[config.mk]
export PLATFORM = sky130hd
export DESIGN_NAME = sim_run_ctrl
export DESIGN_NICKNAME = d
export VERILOG_FILES = /design/src/rtl/sim_run_ctrl.sv
export SDC_FILE = /design/constraint.sdc
export NUM_CORES = 1
export LEC_CHECK = 0
export ABC_CLOCK_PERIOD_IN_PS = 4100
export CAP_MARGIN = 10
export CORE_MARGIN = 10
export CORE_UTILIZATION = 45
export DETAILED_ROUTE_END_ITERATION = 8
export HOLD_SLACK_MARGIN = 0.02
export PLACE_DENSITY = 0.77
export SYNTH_ARGS = -nofsm -noshare
export SYNTH_HDL_FRONTEND = slang
export SYNTH_SLANG_ARGS = --single-unit
[constraint.sdc]
create_clock -name clk -period 4.1 [get_ports clk]
set_input_delay 0.82 -clock clk [delete_from_list [all_inputs] [get_ports clk]]
set_output_delay 0.82 -clock clk [all_outputs]
set_load 0.02 [all_outputs]
[src/rtl/sim_run_ctrl.sv]
// sim_run_ctrl: CPU reset sequencing, halt detection, memory dump and checksum (optional pc-stall halt via SIM_RUN_CTRL_PC_STALL_EN)
module sim_run_ctrl #(
  parameter int DATA_WIDTH = 16,
  parameter int ADDR_WIDTH = 8,
  parameter int RESET_CYCLES = 4,
  parameter int MAX_CYCLES = 500,
  parameter logic [ADDR_WIDTH-1:0] HALT_ADDR = {ADDR_WIDTH{1'b1}},
  parameter int DRAIN_CYCLES = 4,
  parameter logic [ADDR_WIDTH-1:0] DUMP_BASE = '0,
  parameter int DUMP_WORDS = 256
`ifdef SIM_RUN_CTRL_PC_STALL_EN
  , parameter int STALL_CYCLES = 16
`endif
) (
  input  logic                  clk,
  input  logic                  reset,
  input  logic [DATA_WIDTH-1:0] expected_sum,
  input  logic                  snoop_we,
  input  logic [ADDR_WIDTH-1:0] snoop_addr,
  input  logic [DATA_WIDTH-1:0] snoop_wdata,
  input  logic [DATA_WIDTH-1:0] pc,
  output logic                  cpu_reset,
  output logic                  dump_rd_en,
  output logic [ADDR_WIDTH-1:0] dump_addr,
  input  logic [DATA_WIDTH-1:0] dump_rd_data,
  output logic                  dump_valid,
  output logic [DATA_WIDTH-1:0] dump_data,
  output logic [ADDR_WIDTH-1:0] dump_index,
  output logic [31:0]           cycle_count,
  output logic [DATA_WIDTH-1:0] halt_code,
  output logic [DATA_WIDTH-1:0] checksum,
  output logic                  done,
  output logic                  pass,
  output logic                  timeout
);
  typedef enum logic [2:0] {S_HOLD, S_RUN, S_DRAIN, S_DUMP, S_DONE} state_t;
  state_t state, state_nxt;
  logic [31:0] cnt;
  logic mbox, stall, tmo, run_end;
  logic [DATA_WIDTH-1:0] sum_nxt;
  assign mbox = snoop_we && snoop_addr == HALT_ADDR;
  assign tmo = cycle_count >= 32'(MAX_CYCLES - 1);
  assign run_end = mbox || stall || tmo;
  assign sum_nxt = {checksum[DATA_WIDTH-2:0], checksum[DATA_WIDTH-1]} + dump_rd_data;
`ifdef SIM_RUN_CTRL_PC_STALL_EN
  logic [DATA_WIDTH-1:0] last_pc;
  logic [31:0] same_cnt, same_nxt;
  assign same_nxt = (cycle_count != '0 && pc == last_pc) ? same_cnt + 32'd1 : 32'd1;
  assign stall = same_nxt >= 32'(STALL_CYCLES);
`else
  assign stall = 1'b0;
`endif
  // State register; reset returns to HOLD immediately
  always_ff @(posedge clk or posedge reset)
    if (reset) state <= S_HOLD;
    else state <= state_nxt;
  // Next-state sequencing and state-decoded outputs
  always_comb begin
    state_nxt = state;
    cpu_reset = state == S_HOLD;
    done = state == S_DONE;
    dump_rd_en = state == S_DUMP && cnt < 32'(DUMP_WORDS);
    dump_addr = dump_rd_en ? DUMP_BASE + cnt[ADDR_WIDTH-1:0] : '0;
    dump_data = dump_valid ? dump_rd_data : '0;
    unique case (state)
      S_HOLD:  state_nxt = cnt == 32'(RESET_CYCLES - 1) ? S_RUN : S_HOLD;
      S_RUN:   state_nxt = run_end ? (DRAIN_CYCLES == 0 ? S_DUMP : S_DRAIN) : S_RUN;
      S_DRAIN: state_nxt = cnt == 32'(DRAIN_CYCLES - 1) ? S_DUMP : S_DRAIN;
      S_DUMP:  state_nxt = cnt == 32'(DUMP_WORDS) ? S_DONE : S_DUMP;
      default: state_nxt = S_DONE;
    endcase
  end
  // Phase counter, run statistics, dump pipeline and final verdict
  always_ff @(posedge clk or posedge reset)
    if (reset) begin
      cnt <= '0;
      cycle_count <= '0;
      halt_code <= '0;
      timeout <= 1'b0;
      dump_valid <= 1'b0;
      dump_index <= '0;
      checksum <= '0;
      pass <= 1'b0;
`ifdef SIM_RUN_CTRL_PC_STALL_EN
      last_pc <= '0;
      same_cnt <= '0;
`endif
    end else begin
      cnt <= state_nxt != state ? 32'd0 : cnt + 32'd1;
      if (state == S_RUN) begin
        cycle_count <= cycle_count != '1 ? cycle_count + 32'd1 : cycle_count;
        halt_code <= mbox ? snoop_wdata : stall ? pc : halt_code;
        timeout <= !mbox && !stall && tmo;
`ifdef SIM_RUN_CTRL_PC_STALL_EN
        last_pc <= pc;
        same_cnt <= same_nxt;
`endif
      end
      dump_valid <= dump_rd_en;
      dump_index <= dump_addr;
      if (dump_valid) checksum <= sum_nxt;
      if (state == S_DUMP && state_nxt == S_DONE) pass <= !timeout && sum_nxt == expected_sum;
    end
endmodule
==> metrics <==
outcome finished clean; Final Max Tran Viols 0; CP peak stage delay 0.49 ns; clk buf depth 2; Clk pwr share between 20% and 30%; # IOs 177; Net Sw Frac between 30% and 40%; root buf cell clkbuf_16; Sequential Power Share about a third; count leader, synth dfrtp_1; PwrDens about 470 nW/um2; largest net degree at the start of global routing 74; clk_lat worst skew between 0.3 and 0.4 ns; max-cap violations 0; Setup WS pre-CTS -0.234 ns; final hold vios 0; fraction of layout cells with a size suffix above 1 under 10%; GRT Overall Usage roughly 18%; RSZ-0062 raised after global routing false; EDFF count, synth 0; cell taking the most area after synthesis dfrtp_1; Crit path max-delay family simple AND/OR/NAND/NOR gates; slew margin rel. 37.8%; CTS sink cnt 110; Num CTS Buffers 9; Main synth FF type dfrtp_1; Vias/cell 5.43; post-layout util around 63%; Die X 138 um; maximum operating frequency between 200 and 300 MHz; worst vdd ir between 0.0002 and 0.00025 V; CTS tree built; drt drc 0; total grt overflow 0; Post-Syn Area per Cell approximately 9.7 um2; fin worst setup slack 0.129 ns; Max stage delay cell, worst path fa_1; critical path type input pin to register; Final Cycle Share ~97%; total power approximately 3900 uW; # rows 42; Final Skew roughly 0.011 ns; CTS Hold Bufs 0; fin crit period ~4 ns; CTS resizes 0; H-tree depth 3; Pint 2520 uW; Clock transition at path regs 0.07 ns; Post-Route WL 17200 um; Placer Congestion between 0.8 and 0.9; Gate Count Post-Synth 639; crit path cell chain clkdlybuf4s50_1 > ha_1 > inv_1 > fa_1 > xnor2_1 > a311o_1 > a2111oi_2 > and4b_1 > nand3_1 > nor4_1 > nand4_1 > or4_1 > o32ai_1; Async S/R FF share, synth 100%; area grow syn2layout 34.6%; Seq cells post-synth 110; Cell Area, Synth just over 6000 um2; Buf/Inv on CP 2; Seq/Total Area, Yosys between 40% and 50%; Required @ worst endpoint between 4 and 5 ns; final non-filler cell area 8380 um2; setup repair bufs after CTS 0; Comb power frac ~45%; CP max FO 2; Port-buffer cells 160; Syn. warnings 0; fillers 1095; share of the synthesized area in the top cell type ~44%; core area between 10000 and 15000 um2; antenna cells 0; setup violators final 0; distinct cell type count after synthesis 64; dpl cells slightly below 1k; most frequent cells after synthesis dfrtp_1, nor2_1, xnor2_1; wire per inst approximately 18 um; fin cells roughly 1000; worst path arrival time 4.22 ns; vias in the first global route roughly 5.5k; DPL Wire Length around 13000 um; initial antenna violation count 0; Initial DRC Count approximately 320; first-pass GRT wire length about 28000 um; Routed Antenna Nets 0; Final nets ~900; crit path launch type input pin; Post-DP Area just over 8000 um2; Leakage around 0.0036 uW; total number of vias 5336; Synth area leaders dfrtp_1, xnor2_1, xor2_1; Initial Utilization a little under half; worst slew pin tran around 0.93 ns; DR pass1 iterations 4; net switching power roughly 1400 uW; full die area 19000 um2; Die H approximately 140 um; Syn Nets approximately 730; Critical Path Sink Type register; Worst Hold Class register to register
[sequential cells by signal (all words and copies together), names as in the netlist]
| name | cells |
|---|---|
| cnt | 32 |
| cycle_count | 32 |
| checksum | 16 |
| halt_code | 16 |
| dump_index | 8 |
| state | 3 |
| dump_valid | 1 |
| pass | 1 |
| timeout | 1 |
[layout make-up]
cell class,count,area [um2],share of cell area [%]
sequential,110,2750,32.8
multi-input combinational,484,3300,39.4
clock buffer,11,253,3.01
timing repair buffer,175,1710,20.4
tap,176,220,2.63
clock inverter,5,56.3,0.672
inverter,22,85.1,1.01
[cells in the final DEF (no fill, tap or decap), drive strengths merged, types with 4 or more instances in the layout]
cell type,netlist,routed
nand3,30,30
nor2,75,75
a31oi,5,5
or3,8,8
a2111oi,4,4
a21oi,17,17
clkbuf,15,11
mux2,26,26
buf,8,15
nor3,21,21
dfrtp,110,110
xor2,33,33
a21o,5,5
o21ai,12,12
nand2,44,44
inv,22,23
xnor2,56,56
clkdlybuf4s50,0,160
nand4,21,21
nor4,16,16
ha,18,18
o31ai,6,6
and2,26,26
and3,14,14
[layer usage]
| metal | global-route usage (%) | wire length, um |
|---|---|---|
| met4 | 6.09 | 178 |
| met3 | 5.50 | 1410 |
| met5 | 0 | 0 |
| met1 | 21.7 | 7220 |
| met2 | 30.6 | 8410 |
[final timing paths]
kind / startpoint / endpoint / slack (ns) / cells past startpoint
worst max-delay path: dump_rd_data[0] / pass / 0.13 / 13
max in group asynchronous: reset / halt_code[1] / 2.21 / 3
min in group asynchronous: reset / dump_index[7] / 1.03 / 2
worst min-delay path: halt_code[7] / halt_code[7] / 0.49 / 1
worst max register to register: checksum[15] / pass / 0.64 / 12
worst min register to register: halt_code[7] / halt_code[7] / 0.49 / 1
[kinds of logic after synthesis]
kind of cell             Yosys count  share of synthesized area (%)
AO/OA/AOI/OAI                     72                           8.13
adder cells (fa/ha/maj)           19                           3.94
buffers and inverters             45                           2.99
XOR/XNOR                          90                           12.9
multiplexers                      29                           5.18
flip-flops                       110                           44.2
AND/OR/NAND/NOR                  274                           22.7
[metrics by stage]
step	hold slack, ns	setup TNS [ns]
after CTS	0.499	0
final	0.492	0
after detailed placement	0.480	-0.234
after global placement	0.468	-0.154
after global routing	0.518	0
after floorplan	0.468	0
[power by group through the flow]
| stage | sequential (uW) | combinational, uW | clock [uW] |
|---|---|---|---|
| after global routing | 1260 | 1930 | 972 |
| after global placement | 1270 | 1720 | 0 |
| after CTS | 1250 | 1770 | 931 |
| final | 1250 | 1760 | 908 |
| after floorplan | 1360 | 1130 | 0 |
| after detailed placement | 1270 | 1760 | 0 |
[worst register-to-register path: cells and delay by family, from the launching register on]
family | cells | cell delay (ns)
AND/OR/NAND/NOR | 5 | 1.20
AO/OA/AOI/OAI | 3 | 0.83
adder cells (fa/ha/maj) | 2 | 0.68
flip-flops | 1 | 0.42
XOR/XNOR | 1 | 0.15
buffers and inverters | 1 | 0.08
Power figures use the tool's default switching activity.
==> RTL change: new RTL, config.mk and constraints unchanged <==
The 5 states of `state_t` get a one-hot encoding in 5 bits.
--- a/src/rtl/sim_run_ctrl.sv
+++ b/src/rtl/sim_run_ctrl.sv
@@ -33,7 +33,7 @@
   output logic                  pass,
   output logic                  timeout
 );
-  typedef enum logic [2:0] {S_HOLD, S_RUN, S_DRAIN, S_DUMP, S_DONE} state_t;
+  typedef enum logic [4:0] {S_HOLD = 5'b00001, S_RUN = 5'b00010, S_DRAIN = 5'b00100, S_DUMP = 5'b01000, S_DONE = 5'b10000} state_t;
   state_t state, state_nxt;
   logic [31:0] cnt;
   logic mbox, stall, tmo, run_end;
Behaviour: same outputs for any inputs over 10 cycles, from zero or initial values and one cycle with reset high; not proved beyond that.
==> RTL change against the unedited design <==
  * Synthesized area increased by 6.2%
  * Critical path type is now reg2out
  * Die area grew 5.3%
  * Final area is 4.2% higher
  * Routed wire length fell by 1.6%
  * Setup slack better by 190 ps
  * Clock skew fell by 2.4 ps
  * Register-to-register slack gained 380 ps
  * Fmax increased by 5.0%
  * First-iteration DRC count fell by 3.4%
  * Count of clock-buffer cells in the layout is 1 lower
  * Non-clock buffer count fell by 10
  * Sequential cell count up 2
  * Via count is 0.99% higher
Power is not compared: it rests on default switching activity, and its combinational part moved more than twofold at a synthesized area within 25%.
==> RTL change: results (changes against the unedited design) <==
* Synthesized flop and latch total at 112 (was 110)
* Layout cells sized above 1 at 12.02% (was 7.435%)
* Worst R2R End: cnt[2] (was pass)
* Footprint of the multi-input gates at 0.003608 mm² (was 0.003303 mm²)
* DR WL met3 at 1474 µm (was 1407 µm)
* Slew Limit Headroom at 31.60% (was 37.84%)
* Reg2reg setup slack at 1020 ps (was 640 ps)
* FF-to-FF Start: cycle_count[0] (was checksum[15])
* Clock buf/inv share at 4.054% (was 3.686%)
* Synthesized Nets at 740 (was 733)
* Routability Congestion at 0.8353 (was 0.8769)
* Status: complete, no violations (unchanged)
* Non-clock buffers at 165 (was 175)
* HP Start: halt_code[4] (was halt_code[7])
* Global-route wire length before repair at 28220 µm (was 27790 µm)
* Distinct cells, synth at 67 (was 64)
* Tot GR Track Use at 17.08% (was 18.20%)
* Worst hold slack at 507.4 ps (was 492.1 ps)
* Inverters at 19 (was 22)
* Period utilization at 92.21% (was 96.85%)
* Post-DP HPWL at 13030 µm (was 13320 µm)
* Fillers at 1189 (was 1095)
* Pin count of the biggest net entering global routing at 64 (was 74)
* Mux share of post-synthesis cell area at 5.255% (was 5.182%)
* Met2 WL at 7957 µm (was 8411 µm)
* Crit path DAT at 2960 ps (was 4220 ps)
* Vias per inst at 5.438 (was 5.428)
* Multi-input logic portion of the cell area at 41.31% (was 39.40%)
* Synth Area in Adders at 3.705% (was 3.937%)
* Multi-In Gates at 495 (was 484)
* Number of global-route vias before repair at 5567 (was 5467)
## RTL change: changes by cell type after synthesis, sizes merged, moves of 5 or more
cell	change
a21oi	+5
and4	+5
nand2	+9
nand2b	+5
nor2	-7
o31ai	-5
## RTL change: where the power goes
group	switching, mW	internal [mW]
clock network	0.423	0.619
logic	0.0877	0.0986
registers	0	1.10
## RTL change: cells by family after synthesis
logic type | after synthesis
AO/OA/AOI/OAI | 70
XOR/XNOR | 92
AND/OR/NAND/NOR | 283
buffers and inverters | 39
adder cells (fa/ha/maj) | 19
multiplexers | 31
flip-flops | 112
## RTL change: worst max-delay path, cell delays in order, from the launching register on
cell and delay [ps]:
dfrtp_1 450, nor4_1 350, nand4_1 170, or2_1 310, nor4_1 580, clkdlybuf4s50_1 740
## RTL change: metal layers
layer	vias up	track usage [%]
met4	0	5.978
met1	2612	20.55
met3	20	6.108
li1	2589	-
met5	-	0
met2	168	27.63
